File: config.mk
export PLATFORM = sky130hd
export DESIGN_NAME = mc_datapath_flat
export DESIGN_NICKNAME = d
export VERILOG_FILES = /design/src/rtl/mc_datapath_if.sv /design/src/rtl/mc_datapath.sv /design/src/flat_wrapper.sv
export SDC_FILE = /design/constraint.sdc
export NUM_CORES = 2
export LEC_CHECK = 0
export CORE_MARGIN = 10
export CORE_UTILIZATION = 48
export DETAILED_ROUTE_END_ITERATION = 6
export HOLD_SLACK_MARGIN = 0.02
export PLACE_DENSITY = 0.73
export SLEW_MARGIN = 20
export SYNTH_ARGS = -nofsm -noshare
export SYNTH_HDL_FRONTEND = slang
export SYNTH_SLANG_ARGS = --single-unit
File: constraint.sdc
create_clock -name clk -period 5.6 [get_ports clk]
set_input_delay 0.84 -clock clk [delete_from_list [all_inputs] [get_ports clk]]
set_output_delay 0.84 -clock clk [all_outputs]
set_load 0.005 [all_outputs]
File: src/rtl/mc_datapath_if.sv
// Memory-side bus of mc_datapath: instruction fetch and data access, each a req/ready pair.
// The datapath uses the master modport; a memory model or arbiter uses the slave modport.
interface mc_datapath_if #(
   parameter int XLEN = 32
);
   logic            imem_req;
   logic [XLEN-1:0] imem_addr;
   logic [31:0]     imem_rdata;
   logic            imem_ready;
   logic            dmem_req;
   logic            dmem_we;
   logic [XLEN-1:0] dmem_addr;
   logic [XLEN-1:0] dmem_wdata;
   logic [XLEN-1:0] dmem_rdata;
   logic            dmem_ready;

   modport master (
      output imem_req, imem_addr,
      input  imem_rdata, imem_ready,
      output dmem_req, dmem_we, dmem_addr, dmem_wdata,
      input  dmem_rdata, dmem_ready
   );

   modport slave (
      input  imem_req, imem_addr,
      output imem_rdata, imem_ready,
      input  dmem_req, dmem_we, dmem_addr, dmem_wdata,
      output dmem_rdata, dmem_ready
   );
endinterface

File: src/rtl/mc_datapath.sv
// Multi-cycle RV32I-subset datapath driven by an external decoder fed from ir.
// Define DP_PERF_CNT_EN to add the 64-bit cycle_cnt and instret_cnt counters.
module mc_datapath #(
   parameter int              XLEN     = 32,
   parameter logic [XLEN-1:0] RESET_PC = '0,
   parameter int              NREGS    = 32
) (
   input  logic                clk,
   input  logic                rst,
   mc_datapath_if.master       bus,
   output logic [31:0]         ir,
   input  logic                pc_src,
   input  logic                alu_src,
   input  logic                mem_write,
   input  logic                reg_write,
   input  logic                is_load,
   input  logic                is_utype,
   input  logic                is_lui,
   input  logic [1:0]          result_src,
   input  logic [2:0]          alu_ctrl,
   input  logic [2:0]          imm_src,
   output logic                zero,
   output logic                retire,
   output logic [2:0]          state
`ifdef DP_PERF_CNT_EN
   ,
   output logic [63:0]         cycle_cnt,
   output logic [63:0]         instret_cnt
`endif
);

   localparam int NR = (NREGS > 32) ? 32 : NREGS;

   typedef enum logic [2:0] {
      S_FETCH   = 3'd0,
      S_DECODE  = 3'd1,
      S_EXEC    = 3'd2,
      S_MEM     = 3'd3,
      S_WB      = 3'd4,
      S_MEMDONE = 3'd5
   } state_t;

   state_t          cur, nxt;
   logic [XLEN-1:0] pc, pc_next, a, b, imm, alu_q, mdr;
   logic [XLEN-1:0] rf [32];

   logic [4:0]      rs1, rs2, rd;
   logic [XLEN-1:0] rf_a, rf_b;
   logic [31:0]     imm32;
   logic [XLEN-1:0] imm_ext, src_b, alu_res, u_res, wb_res, pc_plus4;
   logic            imem_req_c, dmem_req_c;
   logic            unused_ctrl;

   assign unused_ctrl = is_utype;

   assign rs1      = ir[19:15];
   assign rs2      = ir[24:20];
   assign rd       = ir[11:7];
   assign pc_plus4 = pc + XLEN'(4);

   function automatic logic reg_ok(input logic [4:0] idx);
      return (idx != 5'd0) && (int'(idx) < NR);
   endfunction

   assign rf_a = reg_ok(rs1) ? rf[rs1] : '0;
   assign rf_b = reg_ok(rs2) ? rf[rs2] : '0;

   always_comb begin
      imm32 = '0;
      case (imm_src)
         3'b000:  imm32 = {{20{ir[31]}}, ir[31:20]};
         3'b001:  imm32 = {{20{ir[31]}}, ir[31:25], ir[11:7]};
         3'b010:  imm32 = {{19{ir[31]}}, ir[31], ir[7], ir[30:25], ir[11:8], 1'b0};
         3'b011:  imm32 = {{11{ir[31]}}, ir[31], ir[19:12], ir[20], ir[30:21], 1'b0};
         3'b100:  imm32 = {ir[31:12], 12'b0};
         default: imm32 = '0;
      endcase
   end

   assign imm_ext = XLEN'($signed(imm32));
   assign src_b   = alu_src ? imm : b;

   always_comb begin
      alu_res = a + src_b;
      case (alu_ctrl)
         3'b001:  alu_res = a - src_b;
         3'b010:  alu_res = a & src_b;
         3'b011:  alu_res = a | src_b;
         3'b101:  alu_res = {{(XLEN-1){1'b0}}, ($signed(a) < $signed(src_b))};
         default: alu_res = a + src_b;
      endcase
   end

   assign u_res = is_lui ? imm : (pc + imm);

   always_comb begin
      wb_res = alu_q;
      case (result_src)
         2'b01:   wb_res = mdr;
         2'b10:   wb_res = pc_plus4;
         2'b11:   wb_res = u_res;
         default: wb_res = alu_q;
      endcase
   end

   always_ff @(posedge clk or negedge rst) begin
      if (!rst) begin
         cur <= S_FETCH;
      end else begin
         cur <= nxt;
      end
   end

   // MEMDONE is the cycle after a data access completes: stores retire there, loads move on to WB.
   always_comb begin
      nxt        = cur;
      imem_req_c = 1'b0;
      dmem_req_c = 1'b0;
      retire     = 1'b0;
      case (cur)
         S_FETCH: begin
            imem_req_c = 1'b1;
            if (bus.imem_ready) nxt = S_DECODE;
         end
         S_DECODE: nxt = S_EXEC;
         S_EXEC:   nxt = (mem_write || is_load) ? S_MEM : S_WB;
         S_MEM: begin
            dmem_req_c = 1'b1;
            if (bus.dmem_ready) nxt = S_MEMDONE;
         end
         S_MEMDONE: begin
            if (is_load) begin
               nxt = S_WB;
            end else begin
               retire = 1'b1;
               nxt    = S_FETCH;
            end
         end
         S_WB: begin
            retire = 1'b1;
            nxt    = S_FETCH;
         end
         default: nxt = S_FETCH;
      endcase
   end

   assign state          = cur;
   assign bus.imem_req   = imem_req_c;
   assign bus.imem_addr  = pc;
   assign bus.dmem_req   = dmem_req_c;
   assign bus.dmem_we    = dmem_req_c & mem_write;
   assign bus.dmem_addr  = alu_q;
   assign bus.dmem_wdata = b;

   always_ff @(posedge clk or negedge rst) begin
      if (!rst) begin
         pc      <= RESET_PC;
         pc_next <= '0;
         ir      <= '0;
         a       <= '0;
         b       <= '0;
         imm     <= '0;
         alu_q   <= '0;
         mdr     <= '0;
         zero    <= 1'b0;
      end else begin
         case (cur)
            S_FETCH: begin
               if (bus.imem_ready) ir <= bus.imem_rdata;
            end
            S_DECODE: begin
               a   <= rf_a;
               b   <= rf_b;
               imm <= imm_ext;
            end
            S_EXEC: begin
               alu_q   <= alu_res;
               zero    <= (alu_res == '0);
               pc_next <= pc_src ? (pc + imm) : pc_plus4;
            end
            S_MEM: begin
               if (bus.dmem_ready && is_load) mdr <= bus.dmem_rdata;
            end
            S_MEMDONE: begin
               if (!is_load) pc <= pc_next;
            end
            S_WB: pc <= pc_next;
            default: ;
         endcase
      end
   end

   always_ff @(posedge clk or negedge rst) begin
      if (!rst) begin
         for (int i = 0; i < 32; i++) rf[i] <= '0;
      end else if (cur == S_WB && reg_write && reg_ok(rd)) begin
         rf[rd] <= wb_res;
      end
   end

`ifdef DP_PERF_CNT_EN
   always_ff @(posedge clk or negedge rst) begin
      if (!rst) begin
         cycle_cnt   <= '0;
         instret_cnt <= '0;
      end else begin
         cycle_cnt <= cycle_cnt + 64'd1;
         if (retire) instret_cnt <= instret_cnt + 64'd1;
      end
   end
`endif

endmodule
File: src/flat_wrapper.sv
// flat-port wrapper written by rule: the top's interface ports become plain ports
module mc_datapath_flat 
#(
   parameter int              XLEN     = 32,
   parameter logic [XLEN-1:0] RESET_PC = '0,
   parameter int              NREGS    = 32
)
  (clk, rst, ir, pc_src, alu_src, mem_write, reg_write, is_load, is_utype, is_lui, result_src, alu_ctrl, imm_src, zero, retire, state, bus_imem_req, bus_imem_addr, bus_imem_rdata, bus_imem_ready, bus_dmem_req, bus_dmem_we, bus_dmem_addr, bus_dmem_wdata, bus_dmem_rdata, bus_dmem_ready);
  mc_datapath_if #(.XLEN(XLEN)) bus_i ();
  input  logic clk;
  input  logic rst;
  output logic [31:0] ir;
  input  logic pc_src;
  input  logic alu_src;
  input  logic mem_write;
  input  logic reg_write;
  input  logic is_load;
  input  logic is_utype;
  input  logic is_lui;
  input  logic [1:0] result_src;
  input  logic [2:0] alu_ctrl;
  input  logic [2:0] imm_src;
  output logic zero;
  output logic retire;
  output logic [2:0] state;
  output wire logic [$bits(bus_i.imem_req)-1:0] bus_imem_req;
  output wire logic [$bits(bus_i.imem_addr)-1:0] bus_imem_addr;
  input wire logic [$bits(bus_i.imem_rdata)-1:0] bus_imem_rdata;
  input wire logic [$bits(bus_i.imem_ready)-1:0] bus_imem_ready;
  output wire logic [$bits(bus_i.dmem_req)-1:0] bus_dmem_req;
  output wire logic [$bits(bus_i.dmem_we)-1:0] bus_dmem_we;
  output wire logic [$bits(bus_i.dmem_addr)-1:0] bus_dmem_addr;
  output wire logic [$bits(bus_i.dmem_wdata)-1:0] bus_dmem_wdata;
  input wire logic [$bits(bus_i.dmem_rdata)-1:0] bus_dmem_rdata;
  input wire logic [$bits(bus_i.dmem_ready)-1:0] bus_dmem_ready;
  assign bus_imem_req = bus_i.imem_req;
  assign bus_imem_addr = bus_i.imem_addr;
  assign bus_i.imem_rdata = bus_imem_rdata;
  assign bus_i.imem_ready = bus_imem_ready;
  assign bus_dmem_req = bus_i.dmem_req;
  assign bus_dmem_we = bus_i.dmem_we;
  assign bus_dmem_addr = bus_i.dmem_addr;
  assign bus_dmem_wdata = bus_i.dmem_wdata;
  assign bus_i.dmem_rdata = bus_dmem_rdata;
  assign bus_i.dmem_ready = bus_dmem_ready;
  mc_datapath #(.XLEN(XLEN), .RESET_PC(RESET_PC), .NREGS(NREGS)) u_core (.clk(clk), .rst(rst), .bus(bus_i), .ir(ir), .pc_src(pc_src), .alu_src(alu_src), .mem_write(mem_write), .reg_write(reg_write), .is_load(is_load), .is_utype(is_utype), .is_lui(is_lui), .result_src(result_src), .alu_ctrl(alu_ctrl), .imm_src(imm_src), .zero(zero), .retire(retire), .state(state));
endmodule
==> impl_metrics.yaml <==
clock_network:
  postCtsHoldBufs: 0
  cts_buffers: 142
  cts_resized: 0
  clock_sinks: 1284
  clock_latency_ps: 800
  clockBufferDepth: 3
  path_clk_slew_ps: 70
  cts_root_buffer: "clkbuf_16"
  htreeDepth: 4
  cts_tree: "yes"
  postCtsSetupRepairBufs: 0
critical_path:
  worst-path-buf-inv: 5
  slowest_stage: "or4_1"
  required_ps: 6280
  rr_worst_depth: 19
  crit_top_cell: "buf_4"
  r2r_slack_ps: 460
  worstPathMaxFanout: 4
  arrival_ps: 5820
  path_depth: 19
  critical-path-top-delay-family: "simple AND/OR/NAND/NOR gates"
  cp-end-kind: "flip-flop"
  cp-start-kind: "flip-flop"
  path_cells: "mux2i_1 > buf_4 > inv_1 > buf_4 > ha_1 > inv_1 > fa_1 > nand2b_1 > a21oi_1 > nor3_1 > a2111oi_0 > a21oi_1 > nor4_1 > buf_4 > nand4_1 > nor4b_2 > nand4_1 > or4_1 > o41ai_2"
  path_class: "flip-flop to flip-flop"
  slowest_delay_ps: 560
final_layout:
  register_area_mm2: 0.0322
  finalNetCount: 6906
  syn_to_final_growth_pct: 12.8
  drive_above_1_share_pct: 18.8
  layout_common_cells: "dfrtp_1, nand2_1, o21ai_0"
  nFillCells: 12273
  multi_input_area_mm2: 0.0368
  final_common_cell: "dfrtp_1"
  final_core_util_pct: 54.5
die:
  die_h_um: 406
  fp.dieW_um: 406
  dieArea_mm2: 0.165
  initial_core_util_pct: 48.3
  ios: 219
  core_mm2: 0.148
  rows: 141
placement:
  finalWeightedCongestion: 0.972
  post-dp-hpwl_um: 153000
  portBuffers: 217
sta:
  rsz0062_at_grt: "no"
  drv_slew: 0
  setup_tns_ps: 0
  relSlewSlack_pct: 17.4
  hold-worst-slack_ps: 72.8
  setup_violations: 0
  timing.clock.skew_ps: 36.6
  worstMarginPinSlew_ps: 1230
  fmax_mhz: 194
  period_share_pct: 91.8
  hold_viol_final: 0
  fin_crit_ps: 5140
drt:
  vias: 56423
  first_pass_iters: 6
  drt_drc_violations_left: 0
  drt-total-wl_um: 231000
  wl_per_cell_um: 26.5
  routed_via_density: 6.47
  drt_iter0_drc: 6659
  drtAntennaViolNets: 0
synthesis:
  ys.warnings.count: 0
  synth_compound_area_share_pct: 13.7
  synth_simple_gate_area_share_pct: 10.8
  syn_inst: 6743
  synth.distinct_cells: 93
  synth_edf_count: 0
  synthXorXnorAreaFrac_pct: 0.944
  ys_ff_latch: 1284
  synth_top_family_by_area: "multiplexers"
  synth_fa_ha_area_share_pct: 2.62
  syn_area_per_cell_um2: 10.6
  synthArstFlopShare_pct: 100
  ys.flop_type: "dfrtp_1"
  netlist_area_mm2: 0.0715
  ys_seq_area_share_pct: 45.0
  synth.net_count: 6974
  synth_mux_area_share_pct: 22.9
run:
  max_cap_viol_count: 0
pwr:
  powerDensity_mw_per_mm2: 495
  vdd_drop_max_uv: 451
  p_total_w: 0.0399
  leakage_nw: 34.4
grt:
  grt_util_all_layers_pct: 27.9
  antenna_found_initial: 4
  grt_pass1_wl_um: 353000
  grt_start_max_net_pins: 170
  grt_pass1_vias: 56951
  grt_remaining_overflow: 0
worst_hold_path:
  min_path_type: "input port to asynchronous set/reset pin"
outcome:
  status: "complete, no violations"
==> layout make-up <==
| cell class | instances | area share, % |
|---|---|---|
| clock buffers | 203 | 5.15 |
| multi-input cells | 4698 | 45.7 |
| inverters | 134 | 0.624 |
| diodes | 1 | 0.00310 |
| clock inverters | 53 | 0.748 |
| repair buffers | 415 | 4.94 |
| flip-flops and latches | 1284 | 39.9 |
| well taps | 1930 | 2.99 |
==> flip-flops by register name, indices dropped and copies added, names as in the netlist <==
register               flops
u_core.mdr                32
u_core.zero                1
u_core.ir                 32
u_core.state               3
u_core.bus.dmem_addr      32
u_core.imm                32
u_core.rf               1024
u_core.a                  32
u_core.bus.imem_addr      32
u_core.pc_next            32
u_core.bus.dmem_wdata     32
==> routing by layer <==
layer  routed length (µm)  up-vias  global-route usage (%)
met4                13100        6                    14.4
met3                21200      696                    6.30
met2               108000     2913                    44.3
li1                     -    24231                       -
met5                   49        -                       0
met1                88600    28577                    35.8
==> where the power goes <==
group	total (W)	switching (W)	internal, W	leakage [nW]
clock network	0.00952	0.00397	0.00555	2.32
registers	0.0136	0.00253	0.0111	17.6
logic	0.0168	0.00959	0.00717	14.5
total	0.0399	0.0161	0.0238	34.4
==> final timing paths <==
path,end,startpoint
worst max register to register,u_core.zero,u_core.imm[0]
worst max-delay path,u_core.zero,u_core.imm[0]
worst min-delay path,u_core.bus.dmem_addr[1],rst
min in group clk,u_core.rf[997],u_core.rf[997]
max in group asynchronous,u_core.rf[327],rst
worst min register to register,u_core.rf[997],u_core.rf[997]
==> cells in the mapped netlist, types with 77 or more instances <==
| cell type | count | share of area, % |
|---|---|---|
| ha_1 | 145 | 2.5 |
| buf_1 | 77 | 0.40 |
| dfrtp_1 | 1284 | 45 |
| a31oi_1 | 83 | 0.73 |
| nand2_1 | 1185 | 6.2 |
| mux2i_1 | 137 | 1.9 |
| clkbuf_1 | 524 | 2.8 |
| o21ai_0 | 985 | 6.9 |
| inv_1 | 131 | 0.69 |
| nor2_1 | 368 | 1.9 |
| mux2_2 | 116 | 1.8 |
| a21oi_1 | 345 | 2.4 |
| mux4_2 | 609 | 19 |
==> cell families (layout without fill, tap and decap cells) <==
group,Yosys count,after routing
adders and majority gates,148,148
and+or+nand+nor,1859,1859
buffers and inverters,761,805
other,0,1
xor gates and xnor gates,77,77
DFF,1284,1284
AOI/OAI and AO/OA,1752,1752
muxes,862,862
==> metrics by stage <==
| stage | cells | cell area (µm²) | setup slack (ps) |
|---|---|---|---|
| CTS | 8715 | 80600 | 394 |
| detailed placement | 8459 | 75800 | -208 |
| floorplan | 6743 | 71500 | 627 |
| global placement | 8459 | 75800 | -171 |
| global route | 8717 | 80600 | 56.2 |
| finish | 8718 | 80600 | 458 |
(Power assumes the default switching activity.)
